===== config.mk =====
export PLATFORM = sky130hd
export DESIGN_NAME = sr_reg_bank_flat
export DESIGN_NICKNAME = d
export VERILOG_FILES = /design/src/rtl/sr_pkg.sv /design/src/rtl/sr_reg_bank_if.sv /design/src/rtl/sr_cell.sv /design/src/rtl/sr_reg_bank.sv /design/src/flat_wrapper.sv
export SDC_FILE = /design/constraint.sdc
export NUM_CORES = 1
export LEC_CHECK = 0
export BUFFER_PORTS_ARGS = -buffer_cell sky130_fd_sc_hd__buf_2
export CAP_MARGIN = 20
export CORE_ASPECT_RATIO = 1.1
export CORE_UTILIZATION = 35
export DETAILED_ROUTE_END_ITERATION = 12
export HOLD_SLACK_MARGIN = 0.03
export SLEW_MARGIN = 20
export SYNTH_ARGS = -nofsm -noshare
export SYNTH_HDL_FRONTEND = slang
export SYNTH_SLANG_ARGS = --single-unit

===== constraint.sdc =====
create_clock -name clk -period 2.6 [get_ports clk]
set_clock_uncertainty 0.15 [all_clocks]
set_input_delay 0.13 -clock clk [delete_from_list [all_inputs] [get_ports clk]]
set_output_delay 0.13 -clock clk [all_outputs]
set_load 0.005 [all_outputs]

===== src/rtl/sr_pkg.sv =====
// Shared definitions for the SR register bank: conflict-rule encodings and
// the single-channel next-state rule used by every cell.
package sr_pkg;

    // Rule applied when set and reset are both requested on an enabled channel.
    localparam int MODE_HOLD   = 0;
    localparam int MODE_SET    = 1;
    localparam int MODE_RST    = 2;
    localparam int MODE_TOGGLE = 3;

    // Next value of one enabled channel. Unknown mode values fall back to hold.
    function automatic logic sr_next(input int mode, input logic q, input logic s, input logic r);
        logic n;
        n = q;
        case ({s, r})
            2'b10: n = 1'b1;
            2'b01: n = 1'b0;
            2'b11: begin
                case (mode)
                    MODE_SET:    n = 1'b1;
                    MODE_RST:    n = 1'b0;
                    MODE_TOGGLE: n = ~q;
                    default:     n = q;
                endcase
            end
            default: n = q;
        endcase
        return n;
    endfunction

endpackage


===== src/rtl/sr_reg_bank_if.sv =====
// Bus bundle for sr_reg_bank. Inputs are sampled on every rising clk; outputs
// are all registered. There is no handshake: every edge is a transaction.
interface sr_reg_bank_if #(
    parameter int WIDTH = 8,
    parameter int CNT_W = 8
);
    logic             clr;
    logic [WIDTH-1:0] en;
    logic [WIDTH-1:0] s;
    logic [WIDTH-1:0] r;
    logic [WIDTH-1:0] q;
    logic [WIDTH-1:0] rise;
    logic [WIDTH-1:0] fall;
    logic             conflict;
    logic [CNT_W-1:0] conflict_cnt;

    modport master (
        output clr, en, s, r,
        input  q, rise, fall, conflict, conflict_cnt
    );

    modport slave (
        input  clr, en, s, r,
        output q, rise, fall, conflict, conflict_cnt
    );
endinterface


===== src/rtl/sr_cell.sv =====
// One SR channel: next-state selection, state register and 0->1 / 1->0 edge
// pulses that appear on the same edge as the state change.
module sr_cell
    import sr_pkg::*;
#(
    parameter int   MODE    = MODE_HOLD,
    parameter logic RST_BIT = 1'b0
) (
    input  logic clk,
    input  logic rst,
    input  logic i_clr,
    input  logic i_en,
    input  logic i_s,
    input  logic i_r,
    output logic o_q,
    output logic o_rise,
    output logic o_fall,
    output logic o_conflict
);
    logic r_q;
    logic r_rise;
    logic r_fall;
    logic w_q_next;

    // Next state: a disabled channel keeps its value, so it can never pulse.
    always_comb begin
        w_q_next = r_q;
        if (i_en) begin
            w_q_next = sr_next(MODE, r_q, i_s, i_r);
        end
    end

    // State and edge pulses; clear forces the reset value without a pulse.
    always_ff @(posedge clk or posedge rst) begin
        if (rst) begin
            r_q    <= RST_BIT;
            r_rise <= 1'b0;
            r_fall <= 1'b0;
        end else if (i_clr) begin
            r_q    <= RST_BIT;
            r_rise <= 1'b0;
            r_fall <= 1'b0;
        end else begin
            r_q    <= w_q_next;
            r_rise <= w_q_next & ~r_q;
            r_fall <= ~w_q_next & r_q;
        end
    end

    // Conflict is seen regardless of the mode that resolves it.
    assign o_conflict = i_en & i_s & i_r;
    assign o_q        = r_q;
    assign o_rise     = r_rise;
    assign o_fall     = r_fall;

endmodule


===== src/rtl/sr_reg_bank.sv =====
// Bank of WIDTH independent SR channels with a registered any-channel
// conflict flag and a saturating count of edges that carried a conflict.
module sr_reg_bank
    import sr_pkg::*;
#(
    parameter int               WIDTH   = 8,
    parameter int               MODE    = MODE_HOLD,
    parameter int               CNT_W   = 8,
    parameter logic [WIDTH-1:0] RST_VAL = '0
) (
    input logic           clk,
    input logic           rst,
    sr_reg_bank_if.slave  bus
);
    localparam logic [CNT_W-1:0] CNT_MAX = '1;

    logic [WIDTH-1:0] w_q;
    logic [WIDTH-1:0] w_rise;
    logic [WIDTH-1:0] w_fall;
    logic [WIDTH-1:0] w_conflict;
    logic             w_conflict_any;
    logic             r_conflict;
    logic [CNT_W-1:0] r_cnt;

    for (genvar i = 0; i < WIDTH; i++) begin : g_cell
        sr_cell #(
            .MODE    (MODE),
            .RST_BIT (RST_VAL[i])
        ) u_cell (
            .clk        (clk),
            .rst        (rst),
            .i_clr      (bus.clr),
            .i_en       (bus.en[i]),
            .i_s        (bus.s[i]),
            .i_r        (bus.r[i]),
            .o_q        (w_q[i]),
            .o_rise     (w_rise[i]),
            .o_fall     (w_fall[i]),
            .o_conflict (w_conflict[i])
        );
    end

    // Several conflicting channels on one edge still count as one event.
    assign w_conflict_any = |w_conflict;

    // Conflict flag and saturating counter; holds at all-ones, never wraps.
    always_ff @(posedge clk or posedge rst) begin
        if (rst) begin
            r_conflict <= 1'b0;
            r_cnt      <= '0;
        end else if (bus.clr) begin
            r_conflict <= 1'b0;
            r_cnt      <= '0;
        end else begin
            r_conflict <= w_conflict_any;
            if (w_conflict_any && (r_cnt != CNT_MAX)) begin
                r_cnt <= r_cnt + 1'b1;
            end
        end
    end

    assign bus.q            = w_q;
    assign bus.rise         = w_rise;
    assign bus.fall         = w_fall;
    assign bus.conflict     = r_conflict;
    assign bus.conflict_cnt = r_cnt;

endmodule

===== src/flat_wrapper.sv =====
// flat-port wrapper written by rule: the top's interface ports become plain ports
module sr_reg_bank_flat import sr_pkg::*;
#(
    parameter int               WIDTH   = 8,
    parameter int               MODE    = MODE_HOLD,
    parameter int               CNT_W   = 8,
    parameter logic [WIDTH-1:0] RST_VAL = '0
)
  (clk, rst, bus_clr, bus_en, bus_s, bus_r, bus_q, bus_rise, bus_fall, bus_conflict, bus_conflict_cnt);
  sr_reg_bank_if #(.WIDTH(WIDTH), .CNT_W(CNT_W)) bus_i ();
  input logic clk;
  input logic rst;
  input wire logic [$bits(bus_i.clr)-1:0] bus_clr;
  input wire logic [$bits(bus_i.en)-1:0] bus_en;
  input wire logic [$bits(bus_i.s)-1:0] bus_s;
  input wire logic [$bits(bus_i.r)-1:0] bus_r;
  output wire logic [$bits(bus_i.q)-1:0] bus_q;
  output wire logic [$bits(bus_i.rise)-1:0] bus_rise;
  output wire logic [$bits(bus_i.fall)-1:0] bus_fall;
  output wire logic [$bits(bus_i.conflict)-1:0] bus_conflict;
  output wire logic [$bits(bus_i.conflict_cnt)-1:0] bus_conflict_cnt;
  assign bus_i.clr = bus_clr;
  assign bus_i.en = bus_en;
  assign bus_i.s = bus_s;
  assign bus_i.r = bus_r;
  assign bus_q = bus_i.q;
  assign bus_rise = bus_i.rise;
  assign bus_fall = bus_i.fall;
  assign bus_conflict = bus_i.conflict;
  assign bus_conflict_cnt = bus_i.conflict_cnt;
  sr_reg_bank #(.WIDTH(WIDTH), .MODE(MODE), .CNT_W(CNT_W), .RST_VAL(RST_VAL)) u_core (.clk(clk), .rst(rst), .bus(bus_i));
endmodule

==> flow_summary.html <==
<table>
<tr><th>Metric</th><th>Value</th></tr>
<tr><th colspan="2">Worst setup path</th></tr>
<tr><td>Peak fanout along the critical path</td><td>5</td></tr>
<tr><td>Required time at the endpoint of the critical path</td><td>2610 ps</td></tr>
<tr><td>Slowest cell delay on critical path</td><td>420 ps</td></tr>
<tr><td>Kind of end point of the critical path</td><td>flip-flop</td></tr>
<tr><td>Category of the critical setup timing path</td><td>reg -&gt; reg</td></tr>
<tr><td>Category of the worst setup path launch point</td><td>flip-flop</td></tr>
<tr><td>Critical Path AT</td><td>1880 ps</td></tr>
<tr><td>Slowest cell on the critical path</td><td>sky130_fd_sc_hd__dfrtp_1</td></tr>
<tr><td>Gate family responsible for the most delay along the worst path</td><td>flip-flops</td></tr>
<tr><td>Worst-path cell chain</td><td>ha_1, and3_1, nand4_1, a21boi_2, mux2_1</td></tr>
<tr><td>CP bufs+invs</td><td>0</td></tr>
<tr><th colspan="2">Clock tree</th></tr>
<tr><td>Number of cells upsized or downsized after cts</td><td>0</td></tr>
<tr><td>Skew-Pair Late Insertion Delay</td><td>280 ps</td></tr>
<tr><td>Clock tree from TritonCTS</td><td>built</td></tr>
<tr><td>Root buffer cell</td><td>sky130_fd_sc_hd__clkbuf_8</td></tr>
<tr><td>Number of buffers inserted by post-CTS setup repair</td><td>0</td></tr>
<tr><td>Clock slew at the register clock pins of the worst setup and hold paths</td><td>70 ps</td></tr>
<tr><td>TritonCTS Buffers</td><td>5</td></tr>
<tr><td>Clock sink count</td><td>33</td></tr>
<tr><td>CTS H-tree depth</td><td>2</td></tr>
<tr><td>Maximum number of buffers from clock root to sink</td><td>2</td></tr>
<tr><th colspan="2">Layout</th></tr>
<tr><td>Growth of design area from synthesis to finish</td><td>19.4%</td></tr>
<tr><td>Count of inserted antenna diode cells</td><td>0</td></tr>
<tr><td>Number of nets at the end of the flow</td><td>258</td></tr>
<tr><td>Commonest non-fill, non-tap cells in the layout</td><td>59 x sky130_fd_sc_hd__buf_2, 33 x sky130_fd_sc_hd__dfrtp_1, 13 x sky130_fd_sc_hd__nor2_1</td></tr>
<tr><td>Final design utilization</td><td>43.9%</td></tr>
<tr><td>Share of final-layout standard cells stronger than drive strength 1</td><td>34.5%</td></tr>
<tr><td>Final cell count without fillers</td><td>281</td></tr>
<tr><td>Most common cell after layout, fill and taps aside</td><td>sky130_fd_sc_hd__buf_2</td></tr>
<tr><th colspan="2">Floorplanning</th></tr>
<tr><td>Number of top-level design ports</td><td>60</td></tr>
<tr><td>Width of the die</td><td>71.6 microns</td></tr>
<tr><td>Die outline area</td><td>5620 sq um</td></tr>
<tr><td>Number of placement rows</td><td>27</td></tr>
<tr><td>Core ar.</td><td>5070 sq um</td></tr>
<tr><td>Initial Utilization</td><td>36.8%</td></tr>
<tr><td>Die height</td><td>78.5 microns</td></tr>
<tr><th colspan="2">Power</th></tr>
<tr><td>Static leakage</td><td>1.24 nW</td></tr>
<tr><td>Maximum vdd drop</td><td>0.000170 V</td></tr>
<tr><td>Power per Cell Area</td><td>506 nW/um^2</td></tr>
<tr><th colspan="2">Routing</th></tr>
<tr><td>Wire length reported by the detailed router</td><td>3.43 mm</td></tr>
<tr><td>First-pass DRT Iterations</td><td>4</td></tr>
<tr><td>Total via count in the routed design</td><td>1,340</td></tr>
<tr><td>Routed length per instance</td><td>12.2 microns</td></tr>
<tr><td>Residual antenna-violating net count after detailed routing</td><td>0</td></tr>
<tr><td>DRC violations left</td><td>0</td></tr>
<tr><td>Via density per instance</td><td>4.77</td></tr>
<tr><td>Iteration-0 DRC Markers</td><td>48</td></tr>
<tr><th colspan="2">Run</th></tr>
<tr><td>Max Cap Viol</td><td>0</td></tr>
<tr><th colspan="2">Synth</th></tr>
<tr><td>Synth Register Bits</td><td>33</td></tr>
<tr><td>Fraction of the yosys area taken by sequential cells</td><td>44.3%</td></tr>
<tr><td>Fraction of synthesis flops using an asynchronous set or reset pin</td><td>100%</td></tr>
<tr><td>Post-synth net total</td><td>211</td></tr>
<tr><td>Mean instance size in the synthesized netlist</td><td>10.7 sq um</td></tr>
<tr><td>Area of the mapped netlist</td><td>1860 sq um</td></tr>
<tr><td>Most common flop cell mapped by yosys</td><td>sky130_fd_sc_hd__dfrtp_1</td></tr>
<tr><td>Post-synth cell types</td><td>32</td></tr>
<tr><td>Post-synth EDFFs</td><td>0</td></tr>
<tr><td>Yosys synthesis warning count</td><td>0</td></tr>
<tr><td>Syn Inst Count</td><td>175</td></tr>
<tr><th colspan="2">GRT</th></tr>
<tr><td>First-pass GRT wire length</td><td>5.64 mm</td></tr>
<tr><td>Total congestion overflow after global routing</td><td>0</td></tr>
<tr><td>Number of global-route vias before repair</td><td>1,261</td></tr>
<tr><td>Pin count of the biggest net entering global routing</td><td>40</td></tr>
<tr><td>Overall Global Routing Usage</td><td>13.1%</td></tr>
<tr><td>Initial antenna violation count</td><td>0</td></tr>
<tr><th colspan="2">Placement</th></tr>
<tr><td>Routability Congestion</td><td>0.771</td></tr>
<tr><td>IO Port Bufs</td><td>59</td></tr>
<tr><td>Inst Count DP</td><td>265</td></tr>
<tr><td>Post-DP HPWL</td><td>2.41 mm</td></tr>
<tr><th colspan="2">STA</th></tr>
<tr><td>RSZ-0062 raised after global routing</td><td>no</td></tr>
<tr><td>Final Critical Period</td><td>1870 ps</td></tr>
<tr><td>Fraction of the cycle the final worst path needs</td><td>71.9%</td></tr>
<tr><td>Achievable frequency</td><td>535 MHz</td></tr>
<tr><td>Sum of negative setup slack</td><td>0 ps</td></tr>
<tr><td>Slew @ Worst Pin</td><td>695 ps</td></tr>
<tr><td>Final hold violation count</td><td>0</td></tr>
<tr><td>Count of pins over their slew limit</td><td>0</td></tr>
<tr><td>Relative slew slack</td><td>53.7%</td></tr>
<tr><td>Total of endpoints with negative setup slack in the final report</td><td>0</td></tr>
<tr><th colspan="2">Status</th></tr>
<tr><td>Status</td><td>completed</td></tr>
<tr><th colspan="2">Worst hold path</th></tr>
<tr><td>Class of the worst hold path</td><td>in -&gt; reg</td></tr>
</table>
==> what timing repair did <==
action,CTS,global route
hold endpoints to repair,38,0
hold buffers,8,0
setup endpoints to repair,0,0
==> area by class of cell <==
cell class	count	area (sq um)
multi-input cells	103	802
repair buffers	68	383
clock inverters	1	5.00
fillers	488	2840
flip-flops and latches	33	826
well taps	58	72.6
inverters	11	41.3
clock buffers	7	96.3
==> Yosys cell counts (3+ instances only) <==
library cell               number  area [sq um]
sky130_fd_sc_hd__a211oi_1       3          22.5
sky130_fd_sc_hd__a21oi_1        4          20.0
sky130_fd_sc_hd__and3_1         5          31.3
sky130_fd_sc_hd__buf_4         24           180
sky130_fd_sc_hd__dfrtp_1       33           826
sky130_fd_sc_hd__ha_1           9           113
sky130_fd_sc_hd__inv_1         11          41.3
sky130_fd_sc_hd__mux2_1         4          45.0
sky130_fd_sc_hd__mux2i_1        9          90.1
sky130_fd_sc_hd__nand2_1        6          22.5
sky130_fd_sc_hd__nand2b_1       8          50.1
sky130_fd_sc_hd__nand3_2        3          30.0
sky130_fd_sc_hd__nor2_1        13          48.8
sky130_fd_sc_hd__nor2b_1        5          31.3
sky130_fd_sc_hd__nor3_1         8          40.0
sky130_fd_sc_hd__nor4b_1        8          70.1
==> tightest hold or removal path, stage by stage <==
cell,delay (ps)
sky130_fd_sc_hd__buf_2,100
sky130_fd_sc_hd__ha_1,150
sky130_fd_sc_hd__nor4b_1,50
==> per-layer routing <==
layer	routed length [microns]	vias to the layer above	global-route usage, %
li1	-	678	-
met1	1590	625	16.0
met2	1660	35	21.5
met3	154	2	3.98
met4	22	0	5.49
met5	0	-	0
==> cells by family after synthesis <==
group           synth area share [%]
simple gates                    20.3
buf+inv                         12.7
flops                           44.3
compound gates                  8.59
mux                             8.05
fa+ha+maj                       6.04
==> per-stage QoR <==
stage	hold WS, ps	setup WS (ps)	total power [mW]	cell area (sq um)
6_report	41.2	731	1.13	2230
5_1_grt	42.2	616	1.19	2230
4_1_cts	34.5	721	1.15	2230
3_5_place_dp	104	733	0.709	2040
3_3_place_gp	103	754	0.706	2040
2_1_floorplan	109	824	0.654	1860
==> worst paths after layout <==
kind | start | end | slack [ps] | cells past startpoint
worst max-delay path | u_core.bus.conflict_cnt[0] | u_core.bus.conflict_cnt[0] | 730 | 5
worst min-delay path | bus_s[1] | u_core.g_cell[1].u_cell.o_fall | 40 | 3
worst max register to register | u_core.bus.conflict_cnt[0] | u_core.bus.conflict_cnt[0] | 730 | 5
worst min register to register | u_core.g_cell[1].u_cell.o_q | u_core.g_cell[1].u_cell.o_rise | 320 | 1
max in group asynchronous | rst | u_core.g_cell[2].u_cell.o_q | 1650 | 4
min in group asynchronous | rst | u_core.g_cell[7].u_cell.o_rise | 340 | 4
==> registers in the layout, summed over array words and instances, names as in the netlist <==
register and flops:
u_core.g_cell.u_cell.o_rise 8, u_core.g_cell.u_cell.o_q 8, u_core.bus.conflict_cnt 8, u_core.g_cell.u_cell.o_fall 8
u_core.bus.conflict 1
==> power breakdown <==
group | switching, mW | total (mW) | leakage [nW] | internal, mW
clock | 0.184 | 0.423 | 0.0542 | 0.239
sequential | 0.0120 | 0.542 | 0.455 | 0.530
combinational | 0.0858 | 0.162 | 0.733 | 0.0762
No activity file was read; power rests on OpenSTA's default activity.
